### config.mk
export PLATFORM = sky130hd
export DESIGN_NAME = proc_exec_ctrl
export DESIGN_NICKNAME = d
export VERILOG_FILES = /design/src/rtl/proc_exec_ctrl.sv
export SDC_FILE = /design/constraint.sdc
export NUM_CORES = 1
export LEC_CHECK = 0
export CORE_UTILIZATION = 41
export DETAILED_ROUTE_END_ITERATION = 8
export PLACE_DENSITY = 0.91
export SLEW_MARGIN = 30
export SYNTH_ARGS = -nofsm -noshare
export SYNTH_HDL_FRONTEND = slang
export SYNTH_SLANG_ARGS = --single-unit
### constraint.sdc
create_clock -name clk_i -period 2.9 [get_ports clk_i]
set_input_delay 0.58 -clock clk_i [delete_from_list [all_inputs] [get_ports clk_i]]
set_output_delay 0.58 -clock clk_i [all_outputs]
set_load 0.05 [all_outputs]
### src/rtl/proc_exec_ctrl.sv
// -----------------------------------------------------------------------------
// proc_exec_ctrl
// Execution controller for a single-cycle core. It decides, cycle by cycle,
// whether the core commits (cpu_en_o) based on a run switch, a single-step
// switch, a PC breakpoint and a halt instruction.
//
// Ports
//   clk_i         : single clock, rising edge
//   rst_i         : asynchronous, active-high reset
//   run_sw_i      : level switch requesting continuous execution (async to clk)
//   step_sw_i     : each rising edge requests one instruction (async to clk)
//   bp_en_i       : breakpoint enable
//   bp_addr_i     : breakpoint PC value
//   pc_i          : current PC of the core
//   inst_i        : instruction fetched at pc_i
//   cpu_en_o      : core commits this cycle when 1 (combinational)
//   halted_o      : high while in HALT
//   state_o       : registered state (IDLE=00, RUN=01, STEP=10, HALT=11)
//   inst_count_o  : saturating count of committed instructions
//
// SYNC_STAGES must be at least 2.
// -----------------------------------------------------------------------------
module proc_exec_ctrl #(
    parameter int                    INST_WIDTH  = 16,
    parameter logic [INST_WIDTH-1:0] HALT_INST   = 16'hFFFF,
    parameter int                    SYNC_STAGES = 2
) (
    input  logic                  clk_i,
    input  logic                  rst_i,
    input  logic                  run_sw_i,
    input  logic                  step_sw_i,
    input  logic                  bp_en_i,
    input  logic [INST_WIDTH-1:0] bp_addr_i,
    input  logic [INST_WIDTH-1:0] pc_i,
    input  logic [INST_WIDTH-1:0] inst_i,
    output logic                  cpu_en_o,
    output logic                  halted_o,
    output logic [1:0]            state_o,
    output logic [15:0]           inst_count_o
);

    typedef enum logic [1:0] {
        ST_IDLE = 2'b00,
        ST_RUN  = 2'b01,
        ST_STEP = 2'b10,
        ST_HALT = 2'b11
    } state_e;

    logic [SYNC_STAGES-1:0] run_sync_q;
    logic [SYNC_STAGES-1:0] step_sync_q;
    // Shifts in ones after reset; its last bit marks the point where the
    // synchronizer outputs start reflecting the real switch levels.
    logic [SYNC_STAGES-1:0] prime_q;
    logic                   step_prev_q;
    // Step edges are only accepted once step_s has been seen low after reset,
    // so a switch held high through reset release does not fire a step.
    logic                   step_armed_q;

    state_e      state_q;
    state_e      state_d;
    logic        bp_skip_q;
    logic        bp_skip_d;
    logic [15:0] inst_count_q;
    logic [15:0] inst_count_d;

    logic run_s;
    logic step_s;
    logic primed_s;
    logic step_edge_s;
    logic halt_cond_s;
    logic bp_hit_s;
    logic cpu_en_s;

    assign run_s       = run_sync_q[SYNC_STAGES-1];
    assign step_s      = step_sync_q[SYNC_STAGES-1];
    assign primed_s    = prime_q[SYNC_STAGES-1];
    assign step_edge_s = step_armed_q & step_s & ~step_prev_q;
    assign halt_cond_s = (inst_i == HALT_INST);
    assign bp_hit_s    = bp_en_i & (pc_i == bp_addr_i) & ~bp_skip_q;

    // Switch synchronizers, step edge detector and step arming flop
    always_ff @(posedge clk_i or posedge rst_i) begin
        if (rst_i) begin
            run_sync_q   <= '0;
            step_sync_q  <= '0;
            prime_q      <= '0;
            step_prev_q  <= 1'b0;
            step_armed_q <= 1'b0;
        end else begin
            run_sync_q   <= {run_sync_q[SYNC_STAGES-2:0], run_sw_i};
            step_sync_q  <= {step_sync_q[SYNC_STAGES-2:0], step_sw_i};
            prime_q      <= {prime_q[SYNC_STAGES-2:0], 1'b1};
            step_prev_q  <= step_s;
            step_armed_q <= step_armed_q | (primed_s & ~step_s);
        end
    end

    // Next-state, commit enable and breakpoint-skip logic
    always_comb begin
        state_d   = state_q;
        cpu_en_s  = 1'b0;
        bp_skip_d = bp_skip_q;
        case (state_q)
            ST_IDLE: begin
                if (run_s) begin
                    state_d = ST_RUN;
                end else if (step_edge_s) begin
                    state_d = ST_STEP;
                end else begin
                    state_d = ST_IDLE;
                end
            end
            ST_RUN: begin
                if (halt_cond_s) begin
                    state_d = ST_HALT;
                end else if (bp_hit_s) begin
                    // Remember the stop so the resume commits this PC once.
                    state_d   = ST_IDLE;
                    bp_skip_d = 1'b1;
                end else if (!run_s) begin
                    state_d = ST_IDLE;
                end else begin
                    cpu_en_s  = 1'b1;
                    bp_skip_d = 1'b0;
                    state_d   = ST_RUN;
                end
            end
            ST_STEP: begin
                if (halt_cond_s) begin
                    state_d = ST_HALT;
                end else begin
                    cpu_en_s  = 1'b1;
                    bp_skip_d = 1'b0;
                    state_d   = ST_IDLE;
                end
            end
            ST_HALT: begin
                state_d = ST_HALT;
            end
            default: begin
                state_d = ST_IDLE;
            end
        endcase
    end

    // Saturating committed-instruction counter, next value
    always_comb begin
        inst_count_d = inst_count_q;
        if (cpu_en_s && (inst_count_q != 16'hFFFF)) begin
            inst_count_d = inst_count_q + 16'd1;
        end else begin
            inst_count_d = inst_count_q;
        end
    end

    // State, breakpoint-skip and counter registers
    always_ff @(posedge clk_i or posedge rst_i) begin
        if (rst_i) begin
            state_q      <= ST_IDLE;
            bp_skip_q    <= 1'b0;
            inst_count_q <= 16'd0;
        end else begin
            state_q      <= state_d;
            bp_skip_q    <= bp_skip_d;
            inst_count_q <= inst_count_d;
        end
    end

    // cpu_en must be combinational: the core commits in the same cycle.
    assign cpu_en_o     = cpu_en_s;
    assign halted_o     = (state_q == ST_HALT);
    assign state_o      = state_q;
    assign inst_count_o = inst_count_q;

endmodule

== Word-level counts from Yosys, hierarchy flattened ==
Index checks and enable logic that the tools add are counted.
Storage, ports and cells
  bits in registers: 27
  output and inout port bits: 20
Cells by class
  muxes and demuxes: 17
  reductions and logical operators: 4
  add/subtract/negate cells: 1
  bitwise gates (word level): 9
  equality and inequality tests: 9
Operators by type and width (number)
  adder 16 x 1 -> 16 bit, second input constant: 1
  equality test 16 bit: 1
  equality test 16 bit, second input constant: 1
  != test 16 bit, second input constant: 1
  2-to-1 mux 1 bit: 10
  2-to-1 mux 2 bit: 4
  case mux 2 bit (4 select lines): 1
  bitwise AND 1 bit: 5
  equality test 2 bit, second input constant: 2
  != test 2 bit, second input constant: 2
  case mux 1 bit (2 select lines): 2
  AND reduction 4 bit: 1
  != test 3 bit, second input constant: 1
  inverter 1 bit: 3
  equality test 2 x 1 -> 1 bit, second input constant: 1
  zero test 2 bit: 1
  nonzero test 2 bit: 1
  logical AND 1 bit: 1
  OR 1 bit: 1

== Longest topological paths before layout ==
Gate-level depths: netlist of the first run.
  depth after elaboration: 7
  gate-level depth with buffers: 9

== Least setup slack after synthesis of the first run ==
Ideal clock, no wire load.
  kind: register to output
  start point: reg state_q[0] (netlist: state_o[0])
  end point: out cpu_en_o
  arrival time: 2.252 ns
  required time: 2.320 ns
  slack: 0.068 ns
  stages on the path, launching flop included: 8
  cells stage by stage: dfrtp_1 -> ha_1 -> nand2_1 -> a41oi_1 -> a311o_1 -> buf_6 -> buf_8 -> nor2b_1
Between the ends
  longest elaborated chain between the ends: 2
  elaborated cells between the ends (all ways): 3
  classes of those cells: eq/ne (2); mux (1)
RTL lines
  from (decl): line 59  | state_e state_q;
  from (signal assigned): line 163  | state_q <= state_d;
  equality test 2 bit / equality test 2 x 1 -> 1 bit (equally long branches): line 103  | case (state_q)
  case mux 1 bit (2 select lines) (*): line 103
  to (decl): line 36  | output logic cpu_en_o,
Every way passes the cells marked *; elsewhere a longest branch is shown, timed or not.

== Worst setup path in the final report of the first run ==
  start point: in pc_i[11]
  end point: out cpu_en_o
Between the ends
  longest elaborated chain between the ends: 6
RTL lines
  from (decl): line 34  | input logic [INST_WIDTH-1:0] pc_i,
  equality test 16 bit: line 79  | assign bp_hit_s = bp_en_i & (pc_i == bp_addr_i) & ~bp_skip_q;
  bitwise AND 1 bit (2 in a row): line 79
  2-to-1 mux 1 bit: line 116  | end else if (bp_hit_s) begin
  2-to-1 mux 1 bit: line 114  | if (halt_cond_s) begin
  case mux 1 bit (2 select lines): line 103
Every way passes these cells.

==> results of run 1 <==
## power by group through the flow
stage	clock network [mW]	registers (mW)	logic, mW
floorplan	0	0.390	0.0254
finish	0.214	0.383	0.107
global route	0.233	0.384	0.114
global placement	0	0.390	0.102
detailed placement	0	0.391	0.105
CTS	0.212	0.383	0.106
## sequential cells by signal, summed over array words and instances (netlist names)
register	flops
bp_skip_q	1
run_sync_q	2
state_o	2
step_armed_q	1
prime_q	2
step_sync_q	2
step_prev_q	1
inst_count_o	16
## worst max-delay path, cell delays in order
cell and delay [ns]:
clkdlybuf4s50_1 0.43, xor2_1 0.16, nor4_2 0.27, nand3_1 0.14, a311o_1 0.35, nor2b_2 0.16
buf_6 0.15
## layout by cell type (no fill, tap or decap), drive strengths merged, types with 2 or more instances in the layout
cell type / instances
xor2: 15
nor3b: 2
nor4: 4
inv: 5
dfrtp: 27
a21oi: 4
and3: 5
and4: 5
xnor2: 15
o21ai: 2
clkbuf: 3
nand2: 7
clkdlybuf4s50: 60
nor3: 2
nand3: 12
nand4: 8
ha: 5
nor2: 7
dlymetal6s2s: 11
buf: 12
## path summary, 6_finish.rpt
check	end	cells after the start
min	run_sync_q[1]	0
min reg2reg	run_sync_q[1]	0
min in group asynchronous	run_sync_q[0]	3
max in group asynchronous	inst_count_o[14]	3
max	cpu_en_o	7
max reg2reg	inst_count_o[1]	6
## per-stage QoR
step / area [um2] / hold slack [ns] / total power [mW] / setup slack, ns / cells
floorplan: 1519 / 0.3312 / 0.4153 / 0.06823 / 139
global placement: 2291 / 0.3331 / 0.4926 / -0.07033 / 258
detailed placement: 2291 / 0.3373 / 0.4958 / -0.07603 / 258
CTS: 2401 / 0.3582 / 0.7009 / 0.01803 / 270
global route: 2452 / 0.3670 / 0.7309 / -0.0005123 / 270
finish: 2452 / 0.3559 / 0.7043 / 0.08542 / 270
## per-layer routing
metal | vias to the layer above | track usage (%)
met1 | 692 | 23.69
met2 | 43 | 39.92
met3 | 10 | 4.197
met5 | - | 0
met4 | 0 | 4.360
li1 | 662 | -
## what timing repair did
action	in CTS	in global routing
setup endpoints to repair	1	3
pin swaps	5	11
buffers inserted	8	0
hold endpoints to repair	0	0
resized for setup	1	16
## final cells by class
| type | count | area share, % |
|---|---|---|
| Tap cell | 46 | 2.347 |
| Clock buffer | 3 | 1.684 |
| Multi-Input combinational cell | 105 | 33.52 |
| Inverter | 5 | 0.7653 |
| Sequential cell | 27 | 27.55 |
| Clock inverter | 1 | 0.2041 |
| Timing Repair Buffer | 83 | 33.93 |
## cell families after synthesis
family / synth area share (%)
flops: 44.48
xor+xnor: 17.30
other cells: 0.2469
compound gates: 4.696
fa+ha+maj: 4.119
mux: 0.7413
simple gates: 25.45
buf+inv: 2.965
==> impl_metrics.yaml, run 1 <==
synth:
  synth.yosys.seq_area_share_pct: 44.48
  yosys_most_used_dff: "dfrtp_1"
  syn_inst: 139
  yosys.area.top_type: "dfrtp_1"
  synth.avg_cell_area_um2: 10.93
  synth_common_cells: "27 x dfrtp_1, 15 x xnor2_1, 15 x xor2_1"
  ys_types: 35
  syn_nets: 197
  synthArstFlopShare_pct: 100.0
  ys_ff_latch: 27
  yosys_warnings: 0
  synth_edf_count: 0
  synthTopCellsByArea: "dfrtp_1 44%, xnor2_1 8.6%, xor2_1 8.6%"
  syn-cell-area_um2: 1519
  synth_top_area_share_pct: 44.48
  synth.most_common_cell: "dfrtp_1"
critical_path:
  cp-start-kind: "input pin"
  crit_start: "pc_i[11]"
  worstPathRequired_ns: 2.32
  r2r_slack_ns: 0.78
  arrival_ns: 2.23
  worst-setup-path-type: "in -> out"
  critPathCaptureType: "primary output"
  reg2reg_from: "inst_count_o[4]"
  critPathMaxFanout: 2
final_layout:
  final.fill_count: 248
  regArea_um2: 675.6
  syn2layout_area_growth_pct: 61.45
  finalCoreUtilization_pct: 71.25
  drive_gt1_share_pct: 13.84
  multi_input_area_um2: 822.0
  diodes: 0
  nNetsFinal: 283
route:
  vias_per_cell: 5.211
  drt_first_pass_iters: 4
  drt_iter0_markers: 59
  wire_per_inst_um: 15.97
  met3_length_um: 194
  via_count: 1407
  wl_met1_mm: 1.690
  met2_length_mm: 2.342
  route.top_layer_used: "met4"
  drt-total-wl_mm: 4.312
  antenna_left: 0
  route.detailed.drc: 0
grt:
  gr-total-overflow: 0
  grt.total_usage_pct: 20.97
  antenna_found_initial: 0
  grt_max_degree: 28
  grt_pass1_wl_mm: 6.561
  grt_pass1_vias: 1425
cts:
  htreeDepth: 1
  numCtsBuffers: 3
  clk_path_buf_depth: 2
  insertion_delay_ns: 0.27
  cts.clk_slew.worst_paths_ns: 0.09
  cts_tree: "yes"
  root_buffer: "clkbuf_8"
  postCtsHoldBufs: 0
  clkSinkCount: 27
sta:
  drv_slew: 0
  relSlewSlack_pct: 59.73
  setup_tns_ns: 0
  finalCritPeriodShare_pct: 97.05
  period_minus_slack_ns: 2.815
  skew_ns: 0.002983
  hold_viol: 0
  maxClockFrequency_mhz: 355.3
  worst_pin_slew_ns: 0.5978
  final-setup-viol-count: 0
outcome:
  outcome: "finished, final reports clean"
die:
  die_h_um: 62.87
  rows: 21
  initial_utilization_pct: 44.13
  io_pins: 73
  core-area_um2: 3442
  fp.dieW_um: 62.87
  die-area_um2: 3952
pwr:
  p_sw_share_pct: 22.01
  p_int_uw: 549.3
  p_comb_share_pct: 15.2
  p_sw_uw: 155.0
  ir_worst_vdd_mv: 0.3346
  power.density_nw_per_um2: 287.2
  p_clk_share_pct: 30.4
  power.leakage_nw: 1.073
  p_seq_share_pct: 54.4
hold_path:
  hold_start: "run_sync_q[0]"
  hp-class: "reg -> reg"
run:
  drv_cap: 0
placed_design:
  gp_congestion: 0.8358
  placement.io_buffers: 72
  place_hpwl_mm: 2.924
Note: power is estimated with default switching activity, not from simulation.
==> run 2: changes to the inputs <==
--- a/config.mk
+++ b/config.mk
@@ -8,6 +8,7 @@
 export CORE_UTILIZATION = 41
 export DETAILED_ROUTE_END_ITERATION = 8
 export PLACE_DENSITY = 0.91
+export SKIP_LAST_GASP = 1
 export SLEW_MARGIN = 30
 export SYNTH_ARGS = -nofsm -noshare
 export SYNTH_HDL_FRONTEND = slang
==> results of run 2 <==
Final layout, timing and power as in run 1 (identical DEF).
==> edit: new RTL, flow settings as in run 1 <==
The parameter `HALT_INST` goes from 16'hFFFF to 16'h8000.
--- a/src/rtl/proc_exec_ctrl.sv
+++ b/src/rtl/proc_exec_ctrl.sv
@@ -24,3 +24,3 @@
     parameter int                    INST_WIDTH  = 16,
-    parameter logic [INST_WIDTH-1:0] HALT_INST   = 16'hFFFF,
+    parameter logic [INST_WIDTH-1:0] HALT_INST   = 16'h8000,
     parameter int                    SYNC_STAGES = 2
Function: changed (Yosys sat finds a counterexample within 4 cycles, from zero or initial values and one cycle with rst_i high).
==> edit against run 1 <==
  * Clock skew shrank 0.00098 ns
  * Hold slack improved by 0.0090 ns
  * First-iteration DRC count shrank 46%
  * Worst setup slack improved by 0.012 ns
  * Final cell count rose by 1.1%
  * Sequential cell count unchanged
  * Wire length decreased by 20%
  * Synthesized area shrank 3.1%
  * Critical endpoint unchanged
  * Final area down 3.9%
Power is not compared: it rests on default switching activity, and its combinational part moved more than twofold at a synthesized area within 25%.
==> edit: results (changes against run 1) <==
* CTS clk-pin slew, worst paths at 0.14 ns (was 0.09 ns)
* CP startpoint: bp_addr_i[0] (was pc_i[11])
* DRT Wirelength at 3470 um (was 4310 um)
* HPWL after DPL at 2780 um (was 2920 um)
* Worst-Margin Slew at 0.890 ns (was 0.598 ns)
* CP delay by family, top: simple AND/OR/NAND/NOR gates (was buffers and inverters)
* Synth unique cells at 29 (was 35)
* Via count at 1,315 (was 1,407)
* WHS Endpoint: prime_q[1] (was run_sync_q[1])
* Synth Area in Compound Gates at 0.0468 (was 0.0470)
* Met2 WL at 1620 um (was 2340 um)
* Setup Fix Bufs, Post-CTS at 1 (was 8)
* Met3 Routed Length at 413 um (was 194 um)
* Top sig layer: met4 (unchanged)
* N_diodes at 0 (unchanged)
* FF-to-FF path depth at 7 (was 6)
* Synth top area cells: dfrtp_1, xor2_1, xnor2_1 (was dfrtp_1, xnor2_1, xor2_1)
* Worst path max stage delay at 0.37 ns (was 0.43 ns)
* Vias in the first global route at 1,236 (was 1,425)
* Clk Latency, worst-skew pair at 0.32 ns (was 0.27 ns)
* Post-synth top cells: dfrtp_1, xor2_1, nor4_1, xnor2_1, nand2_1 (was dfrtp_1, xnor2_1, xor2_1)
* Final setup margin at 0.0972 ns (was 0.0854 ns)
* Met1 Routed Length at 1410 um (was 1690 um)
* Ys async rst share at 1.00 (unchanged)
* Number of buffers added on ports at 72 (unchanged)
* Post-synth top area cell: dfrtp_1 (unchanged)
* VDD IR-drop max at 0.592 mV
* Post-synthesis sequential area ratio at 0.459 (was 0.445)
* First-pass GRT wire length at 5150 um (was 6560 um)
* Total CTS buffers at 3 (unchanged)
* GRT met2 Usage at 0.333 (was 0.399)
* Xor/xnor share of the synthesized area at 0.185 (was 0.173)
* Clock Skew at 0.00200 ns (was 0.00298 ns)
* Post-Place Setup Slack at -0.255 ns (was -0.0760 ns)
* GR Util met1 at 0.203 (was 0.237)
* R2r endpoint: inst_count_o[15] (was inst_count_o[1])
* Max reg flops at 16 (unchanged)
* Slack of the worst reg-to-reg path at 0.53 ns (was 0.78 ns)
* Share of cells above drive strength 1 at 0.0925 (was 0.138)
* Post-Syn Nets at 200 (was 197)
* Adder-cell area share of the yosys netlist at 0.0425 (was 0.0412)
* Gr usage total at 0.184 (was 0.210)
* Slowest stage cell, crit path: or3b_4 (was clkdlybuf4s50_1)
* Hold Path Class: flop to flop (unchanged)
* Worst Hold Launch: prime_q[0] (was run_sync_q[0])
* Root buf cell: clkbuf_4 (was clkbuf_8)
* Filler cells at 261 (was 248)
* Drt initial violations at 32 (was 59)
* Cts repair resizes at 13 (was 1)
* Status: completed (unchanged)
* Mux share of post-synthesis cell area at 0.00765 (was 0.00741)
* R2R Path Start: state_o[1] (was inst_count_o[4])
* Nets at 286 (was 283)
* Post-synth top flop: dfrtp_1 (unchanged)
* Met3 global-route usage at 0.0435 (was 0.0420)
* Hold slack at 0.365 ns (was 0.356 ns)
* DRT Pass-1 Iters at 4 (unchanged)
* GPL Wtd Cong at 0.739 (was 0.836)
-- edit: report_power, final --
group          switching [mW]  internal [mW]  total (mW)
Combinational           0.297          0.223       0.520
Clock                   0.105         0.0517       0.157
Sequential             0.0761          0.430       0.506
-- edit: cell families (layout without fill, tap and decap cells) --
group / after synthesis / after routing
multiplexers: 1 / 1
AND/OR/NAND/NOR: 59 / 59
adder cells (fa/ha/maj): 5 / 5
XOR/XNOR: 31 / 31
buffers and inverters: 7 / 92
AO/OA/AOI/OAI: 11 / 11
flip-flops: 27 / 27
other: 1 / 1
-- edit: per-stage QoR --
stage,instance area [um2],cells
2_1_floorplan,1470,142
3_3_place_gp,2300,267
3_5_place_dp,2300,267
4_1_cts,2340,272
5_1_grt,2360,273
6_report,2360,273
-- edit: cell type report --
type,instances,area share
flip-flops and latches,27,0.287
clock buffers,3,0.00955
clock inverters,1,0.00212
well taps,46,0.0244
inverters,7,0.0111
multi-input cells,108,0.333
repair buffers,81,0.333
